<file path="src/rtl/dmem_access_unit.sv">
// dmem_access_unit: formats load/store requests, rejects faulting ones, drives the
// req/gnt memory port and tracks pending load tags so read words return with their offset/funct3.
module dmem_access_unit #(
  parameter int ADDR_WIDTH = 32,
  parameter int DEPTH = 2
) (
  input  logic                  i_clk,
  input  logic                  i_rst,
  input  logic                  i_req_valid,
  output logic                  o_req_ready,
  input  logic [ADDR_WIDTH-1:0] i_req_addr,
  input  logic                  i_req_we,
  input  logic [2:0]            i_req_funct3,
  input  logic [31:0]           i_req_wdata,
  output logic                  o_mem_req,
  output logic                  o_mem_we,
  output logic [ADDR_WIDTH-3:0] o_mem_addr,
  output logic [3:0]            o_mem_be,
  output logic [31:0]           o_mem_wdata,
  input  logic                  i_mem_gnt,
  input  logic                  i_mem_rvalid,
  input  logic [31:0]           i_mem_rdata,
  output logic                  o_rsp_valid,
  output logic [1:0]            o_rsp_addr,
  output logic [2:0]            o_rsp_funct3,
  output logic [31:0]           o_rsp_rdata,
  output logic                  o_fault,
  output logic [ADDR_WIDTH-1:0] o_fault_addr
);
  localparam int PW = DEPTH > 1 ? $clog2(DEPTH) : 1;
  localparam int CW = $clog2(DEPTH + 1);
  typedef enum logic {IDLE, REQ} state_t;
  state_t state, state_nxt;
  logic [4:0] tags [DEPTH];
  logic [PW-1:0] wr_ptr, rd_ptr;
  logic [CW-1:0] count;
  logic [CW:0] occupancy;
  logic [1:0] req_off;
  logic [2:0] req_f3;
  logic granting, granting_load, accept, fault, misaligned, bad_f3, push, pop;
  logic [3:0] be;
  logic [31:0] wdata;
  assign granting = state == REQ && i_mem_gnt;
  assign granting_load = granting && !o_mem_we;
  assign occupancy = {1'b0, count} + (CW+1)'(granting_load);
  assign o_req_ready = !i_rst && (state == IDLE || granting) && occupancy < (CW+1)'(DEPTH);
  assign accept = i_req_valid && o_req_ready;
  assign push = granting_load;
  assign pop = i_mem_rvalid && count != '0;
  always_comb begin
    misaligned = (i_req_funct3[1:0] == 2'b01 && i_req_addr[0]) ||
                 (i_req_funct3[1:0] == 2'b10 && i_req_addr[1:0] != 2'b00);
    bad_f3 = i_req_we ? i_req_funct3[2] || i_req_funct3[1:0] == 2'b11
                      : i_req_funct3[1:0] == 2'b11 || i_req_funct3 == 3'b110;
    fault = misaligned || bad_f3;
    be = !i_req_we ? 4'b0000 :
         i_req_funct3[1:0] == 2'b00 ? 4'b0001 << i_req_addr[1:0] :
         i_req_funct3[1:0] == 2'b01 ? 4'b0011 << {i_req_addr[1], 1'b0} : 4'b1111;
    wdata = i_req_funct3[1:0] == 2'b00 ? {4{i_req_wdata[7:0]}} :
            i_req_funct3[1:0] == 2'b01 ? {2{i_req_wdata[15:0]}} : i_req_wdata;
    state_nxt = accept && !fault ? REQ : granting ? IDLE : state;
  end
  always_ff @(posedge i_clk) begin
    if (i_rst) state <= IDLE;
    else state <= state_nxt;
  end
  always_ff @(posedge i_clk) begin
    if (i_rst) begin
      o_mem_req <= 1'b0;
      o_mem_we <= 1'b0;
      o_mem_addr <= '0;
      o_mem_be <= 4'b0000;
      o_mem_wdata <= '0;
      req_off <= 2'b00;
      req_f3 <= 3'b000;
      o_fault <= 1'b0;
      o_fault_addr <= '0;
      o_rsp_valid <= 1'b0;
      o_rsp_addr <= 2'b00;
      o_rsp_funct3 <= 3'b000;
      o_rsp_rdata <= '0;
      wr_ptr <= '0;
      rd_ptr <= '0;
      count <= '0;
    end else begin
      if (accept && !fault) begin
        o_mem_req <= 1'b1;
        o_mem_we <= i_req_we;
        o_mem_addr <= i_req_addr[ADDR_WIDTH-1:2];
        o_mem_be <= be;
        o_mem_wdata <= wdata;
        req_off <= i_req_addr[1:0];
        req_f3 <= i_req_funct3;
      end else if (granting) begin
        o_mem_req <= 1'b0;
      end
      o_fault <= accept && fault;
      if (accept && fault) o_fault_addr <= i_req_addr;
      o_rsp_valid <= pop;
      if (pop) begin
        o_rsp_addr <= tags[rd_ptr][4:3];
        o_rsp_funct3 <= tags[rd_ptr][2:0];
        o_rsp_rdata <= i_mem_rdata;
        rd_ptr <= rd_ptr == PW'(DEPTH - 1) ? '0 : rd_ptr + 1'b1;
      end
      if (push) wr_ptr <= wr_ptr == PW'(DEPTH - 1) ? '0 : wr_ptr + 1'b1;
      count <= count + CW'(push) - CW'(pop);
    end
  end
  always_ff @(posedge i_clk) begin
    if (push) tags[wr_ptr] <= {req_off, req_f3};
  end
endmodule

</file>
<file path="config.mk">
export PLATFORM = sky130hd
export DESIGN_NAME = dmem_access_unit
export DESIGN_NICKNAME = d
export VERILOG_FILES = /design/src/rtl/dmem_access_unit.sv
export SDC_FILE = /design/constraint.sdc
export NUM_CORES = 1
export LEC_CHECK = 0
export BUFFER_PORTS_ARGS = -buffer_cell sky130_fd_sc_hd__buf_2
export CORE_ASPECT_RATIO = 0.6
export CORE_MARGIN = 2
export CORE_UTILIZATION = 32
export CTS_CLUSTER_DIAMETER = 150
export DETAILED_ROUTE_END_ITERATION = 16
export SYNTH_ARGS = -nofsm -noshare
export SYNTH_HDL_FRONTEND = slang
export SYNTH_SLANG_ARGS = --single-unit
</file>
<file path="constraint.sdc">
create_clock -name i_clk -period 4.5 [get_ports i_clk]
set_input_delay 0.45 -clock i_clk [delete_from_list [all_inputs] [get_ports i_clk]]
set_output_delay 0.45 -clock i_clk [all_outputs]
set_load 0.01 [all_outputs]
</file>
---- Yosys cells after proc, flatten, opt, wreduce, memory -nomap -nowiden ----
Memory sizes are Yosys's and may differ from the RTL's. A register that Yosys moved wholly into a read port is not among the register bits.
Cells that the tools add are included.
word-level totals
  register bits after elaboration ......... 143
  bits in writable memories ............... 10
  output and inout port bits .............. 140
  word-level logic and storage cells ...... 62
  memories kept ........................... 1
cells by class
  add/sub/neg operators ................... 5
  magnitude comparators ................... 1
  equal/unequal tests ..................... 4
  shifts and indexed selects .............. 2
  muxes and demuxes ....................... 12
  bitwise logic cells ..................... 1
  reduce and logical (&&, ||, !) cells .... 22
memories
  name  words  bits a word  rd ports  clocked after memory_dff  wr ports  RTL line  text
  tags  2      5            1         1                         1         34        logic [4:0] tags [DEPTH];
operators by type and width
  operator             number
  $mux 32              2
  $mux 4               3
  $logic_and 1x1->1    10
  $mux 1               7
  $reduce_bool 2->1    3
  $logic_or 1x1->1     5
  $eq 2x2->1 const B   2
  $shl 1x2->4 const A  1
  $shl 2x2->4 const A  1
  $add 2x1->3          1
  $eq 3x3->1 const B   1
  $logic_not 1->1      3
  $lt 3x2->1 const B   1
  $add 1x1->1 const B  2
  $add 2x1->2          1
  $eq 2x1->1 const B   1
  $logic_not 2->1      1
  $sub 2x1->2          1
  $not 1->1            1

---- Longest topological paths before layout ----
  word-level depth ........................ 8
  depth in mapped cells ................... 9
  gate-level depth less buffers ........... 8

---- Worst setup path before layout ----
No wires, ideal clock.
  path kind ............................... input -> register
  start ................................... input i_mem_rvalid
  end ..................................... register count[1]
  data arrival time ....................... 1.944 ns
  path slack .............................. 2.428 ns
  stages on the path ...................... 9
  path buffers ............................ 1
  cells stage by stage .................... o21ai_1 -> clkinv_1 -> clkbuf_1 -> ha_1 -> inv_1 -> ha_1 -> xor2_1 -> xnor2_1 -> nor2_1
on the way
  cells in the longest elaborated chain, start to end .. 2
RTL lines
  item                    RTL line  text
  start: declaration      21        input logic i_mem_rvalid,
  $logic_and 1x1->1       49        assign pop = i_mem_rvalid && count != '0;
  net pop                 40        logic granting, granting_load, accept, fault, misaligned, bad_f3, push, pop;
  $sub 2x1->2             107       count <= count + CW'(push) - CW'(pop);
  end signal: assignment  107
  end: declaration        36        logic [CW-1:0] count;
The timed path passes the listed nets, and every way through them passes these cells.
A chain may end at the register's enable or synchronous reset.

---- Final worst setup path ----
  start ................................... register count[1]
  end ..................................... register o_mem_wdata[10]
on the way
  cells in the longest elaborated chain, start to end .. 5
RTL lines
  item                    RTL line  text
  $add 2x1->3             45        assign occupancy = {1'b0, count} + (CW+1)'(granting_load);
  $lt 3x2->1              46        assign o_req_ready = !i_rst && (state == IDLE || granting) && occupancy < (CW+1)'(DEPTH);
  $logic_and 1x1->1       46
  $logic_and 1x1->1       47        assign accept = i_req_valid && o_req_ready;
  $logic_and 1x1->1       86        if (accept && !fault) begin
  end signal: assignment  91        o_mem_wdata <= wdata;
  end: declaration        19        output logic [31:0] o_mem_wdata,
No other way between the ends.

==> flow_summary.json <==
{
  "cts_tree": "yes",
  "multiInputGateArea_mm2": 0.00263,
  "synth_top_cell_area_share": 0.476,
  "met3RoutedLength_um": 1770,
  "fp.dieW_um": 184,
  "ys.flop_type": "dfxtp_1",
  "drtPass1Iterations": 4,
  "syn-num-nets": 832,
  "ys_seq_elements": 158,
  "synth_area_leaders": "dfxtp_1, a21oi_1, o21ai_0",
  "dp_slack_ns": 1.78,
  "wirelength_um": 18600,
  "critPathKind": "flip-flop to flip-flop",
  "layout_min_cycle_time_ns": 2.30,
  "peakVddDrop_uv": 220,
  "avgSynthCellArea_um2": 8.58,
  "whs_path_depth": 3,
  "area_growth_syn_to_layout_pct": 29.8,
  "critPathRequiredTime_ns": 4.75,
  "fin_area_mm2": 0.00807,
  "vias": 5957,
  "r2r_start": "count[1]",
  "synth_common_cells": "dfxtp_1, a21oi_1, o21ai_0",
  "slew_headroom": 0.213,
  "drv_slew": 0,
  "clock-root-buffer": "clkbuf_16",
  "yosysUniqueCellTypes": 33,
  "holdPathEnd": "o_rsp_rdata[30]",
  "cpPeakStageDelay_ns": 0.80,
  "powerDensity_mw_per_mm2": 457,
  "setup_viol": 0,
  "ff2ff_setup_slack_ns": 2.20,
  "via_per_inst": 5.04,
  "period_share": 0.511,
  "end_kind": "flip-flop",
  "hold_class": "primary input to flip-flop",
  "synth_edf_count": 10,
  "p_total_mw": 3.69,
  "grt_pass1_wl_um": 29700,
  "dp_hpwl_um": 12200,
  "tightest_slew_ns": 1.18,
  "fillers": 1953,
  "first_iter_violations": 345,
  "grt_start_max_net_pins": 105,
  "final_nets": 1030,
  "ff_latch_area_mm2": 0.00326,
  "seq_area_frac_synth": 0.525,
  "grt_usage": 0.180,
  "ys_async_sr_fraction": 0,
  "cts_post_setup_buffers_inserted": 0,
  "clock_skew_ns": 0.00898,
  "crit_chain": "nor2_1, nand4_4, nor2_2, a311oi_1",
  "cts_resized": 0,
  "status": "finished clean",
  "die_h_um": 112,
  "die-area_mm2": 0.0206,
  "ant_nets": 0,
  "io_pins": 245,
  "cts_sinks": 158,
  "fp.coreArea_mm2": 0.0190,
  "startpoint_type": "flip-flop",
  "finalHoldViolations": 0,
  "synthCells": 725,
  "htreeDepth": 4,
  "synth_compound_area_frac": 0.236,
  "clk_latency_ns": 0.43,
  "yosysWarnings": 0,
  "maxCapViolCount": 0,
  "max_freq_ghz": 0.435,
  "fin_tns_setup_ns": 0,
  "port_buffers": 244,
  "worst-r2r-cell-count": 4,
  "grt-ovfl-total": 0,
  "cts_buffer_depth": 2,
  "dpl-instance-area_mm2": 0.00751,
  "fin_ws_ns": 2.20,
  "synth_top_family_by_area": "compound AO/OA/AOI/OAI gates",
  "holdCritStartpoint": "i_mem_rdata[30]",
  "grt_pass1_vias": 5456,
  "synth-simple-area-share": 0.141,
  "top_layer": "met5",
  "cts_made_buffers": 17,
  "met2_length_um": 7600,
  "wl_per_cell_um": 15.7,
  "synth_xor_area_frac": 0.00563,
  "antenna_found_initial": 1,
  "rsz0062_at_grt": "no",
  "wl_met1_um": 9050,
  "globalplace.congestion": 0.752,
  "initial_utilization": 0.327,
  "path_max_fanout": 46,
  "fp-row-count": 39,
  "holdWs_ns": 0.254,
  "yosysMostFrequentCell": "dfxtp_1",
  "clk_pin_slew_ns": 0.07,
  "diodes": 0,
  "yosys.area.top_type": "dfxtp_1",
  "worst_r2r_endpoint": "o_mem_wdata[10]",
  "syn_area_mm2": 0.00622,
  "synthAdderAreaFrac": 0.00402,
  "drc": 0,
  "layout-drive-gt1-share": 0.309,
  "slowest_stage": "nor2_2",
  "p_leak_nw": 3.38,
  "cp.arrival_ns": 2.54,
  "ctsHoldBuffers": 0,
  "synthMuxAreaShare": 0.0338
}
-- area by class of cell --
type / instances / share of cell area
sequential: 158 / 0.404
multi-input combinational: 491 / 0.326
timing repair buffer: 252 / 0.161
clock buffer: 18 / 0.0532
tap: 246 / 0.0381
clock inverter: 14 / 0.0164
inverter: 3 / 0.00140
-- sequential cells by signal, summed over array words and instances, names as in the netlist --
register,flops
tags,10
wr_ptr,1
o_rsp_addr,2
o_mem_req,1
req_off,2
o_rsp_rdata,32
o_rsp_valid,1
count,2
o_mem_be,4
o_mem_wdata,32
o_rsp_funct3,3
o_mem_we,1
req_f3,3
o_fault_addr,32
o_fault,1
rd_ptr,1
o_mem_addr,30
-- routing by layer --
| layer | vias to the layer above | GRT usage |
|---|---|---|
| met5 | - | 0 |
| li1 | 2972 | - |
| met2 | 196 | 0.249 |
| met1 | 2775 | 0.261 |
| met4 | 2 | 0.0464 |
| met3 | 12 | 0.0693 |
-- metrics by stage --
| step | std cells | util |
|---|---|---|
| 2_1_floorplan | 725 | - |
| 3_3_place_gp | 1150 | 0.395 |
| 3_5_place_dp | 1150 | 0.395 |
| 4_1_cts | 1182 | 0.424 |
| 5_1_grt | 1182 | 0.424 |
| 6_report | 1182 | 0.424 |
-- layout by cell type, fill, tap and decap left out, types with 5 or more instances in the layout --
master and n:
buf_2 243, inv_6 5, nand2_1 81, mux2i_1 21, nor2_1 17, a211oi_1 13
nand3_1 84, a311oi_1 8, a21oi_1 137, o21ai_0 104, buf_4 8, clkbuf_16 17
edfxtp_1 10, dfxtp_1 148
-- power by group --
group / switching, mW / leakage [nW] / internal (mW)
combinational: 0.441 / 1.81 / 0.251
sequential: 0.0684 / 1.29 / 1.54
clock: 0.619 / 0.275 / 0.772
-- worst max path at each step --
| stage | startpoint | to | slack [ns] |
|---|---|---|---|
| detailed placement | i_rst | o_mem_wdata[12] | 1.78 |
| finish | count[1] | o_mem_wdata[10] | 2.20 |
| floorplan | i_mem_rvalid | count[1] | 2.43 |
| CTS | o_mem_we | o_mem_wdata[15] | 2.19 |
| global placement | i_rst | o_mem_wdata[8] | 1.83 |
| global route | o_mem_we | o_fault_addr[8] | 1.99 |
-- worst max-delay path: cells and delay by family (launching register included) --
family           cells  cell delay, ns
AND/OR/NAND/NOR      3            1.59
flip-flops           1            0.35
AO/OA/AOI/OAI        1            0.18
-- cells by family (layout without fill, tap and decap cells) --
group	Yosys count	after routing
AO/OA/AOI/OAI	270	270
AND/OR/NAND/NOR	194	194
flip-flops	158	158
buffers and inverters	76	287
multiplexers	21	21
XOR/XNOR	4	4
adder cells (fa/ha/maj)	2	2
Power figures use the tool's default switching activity.
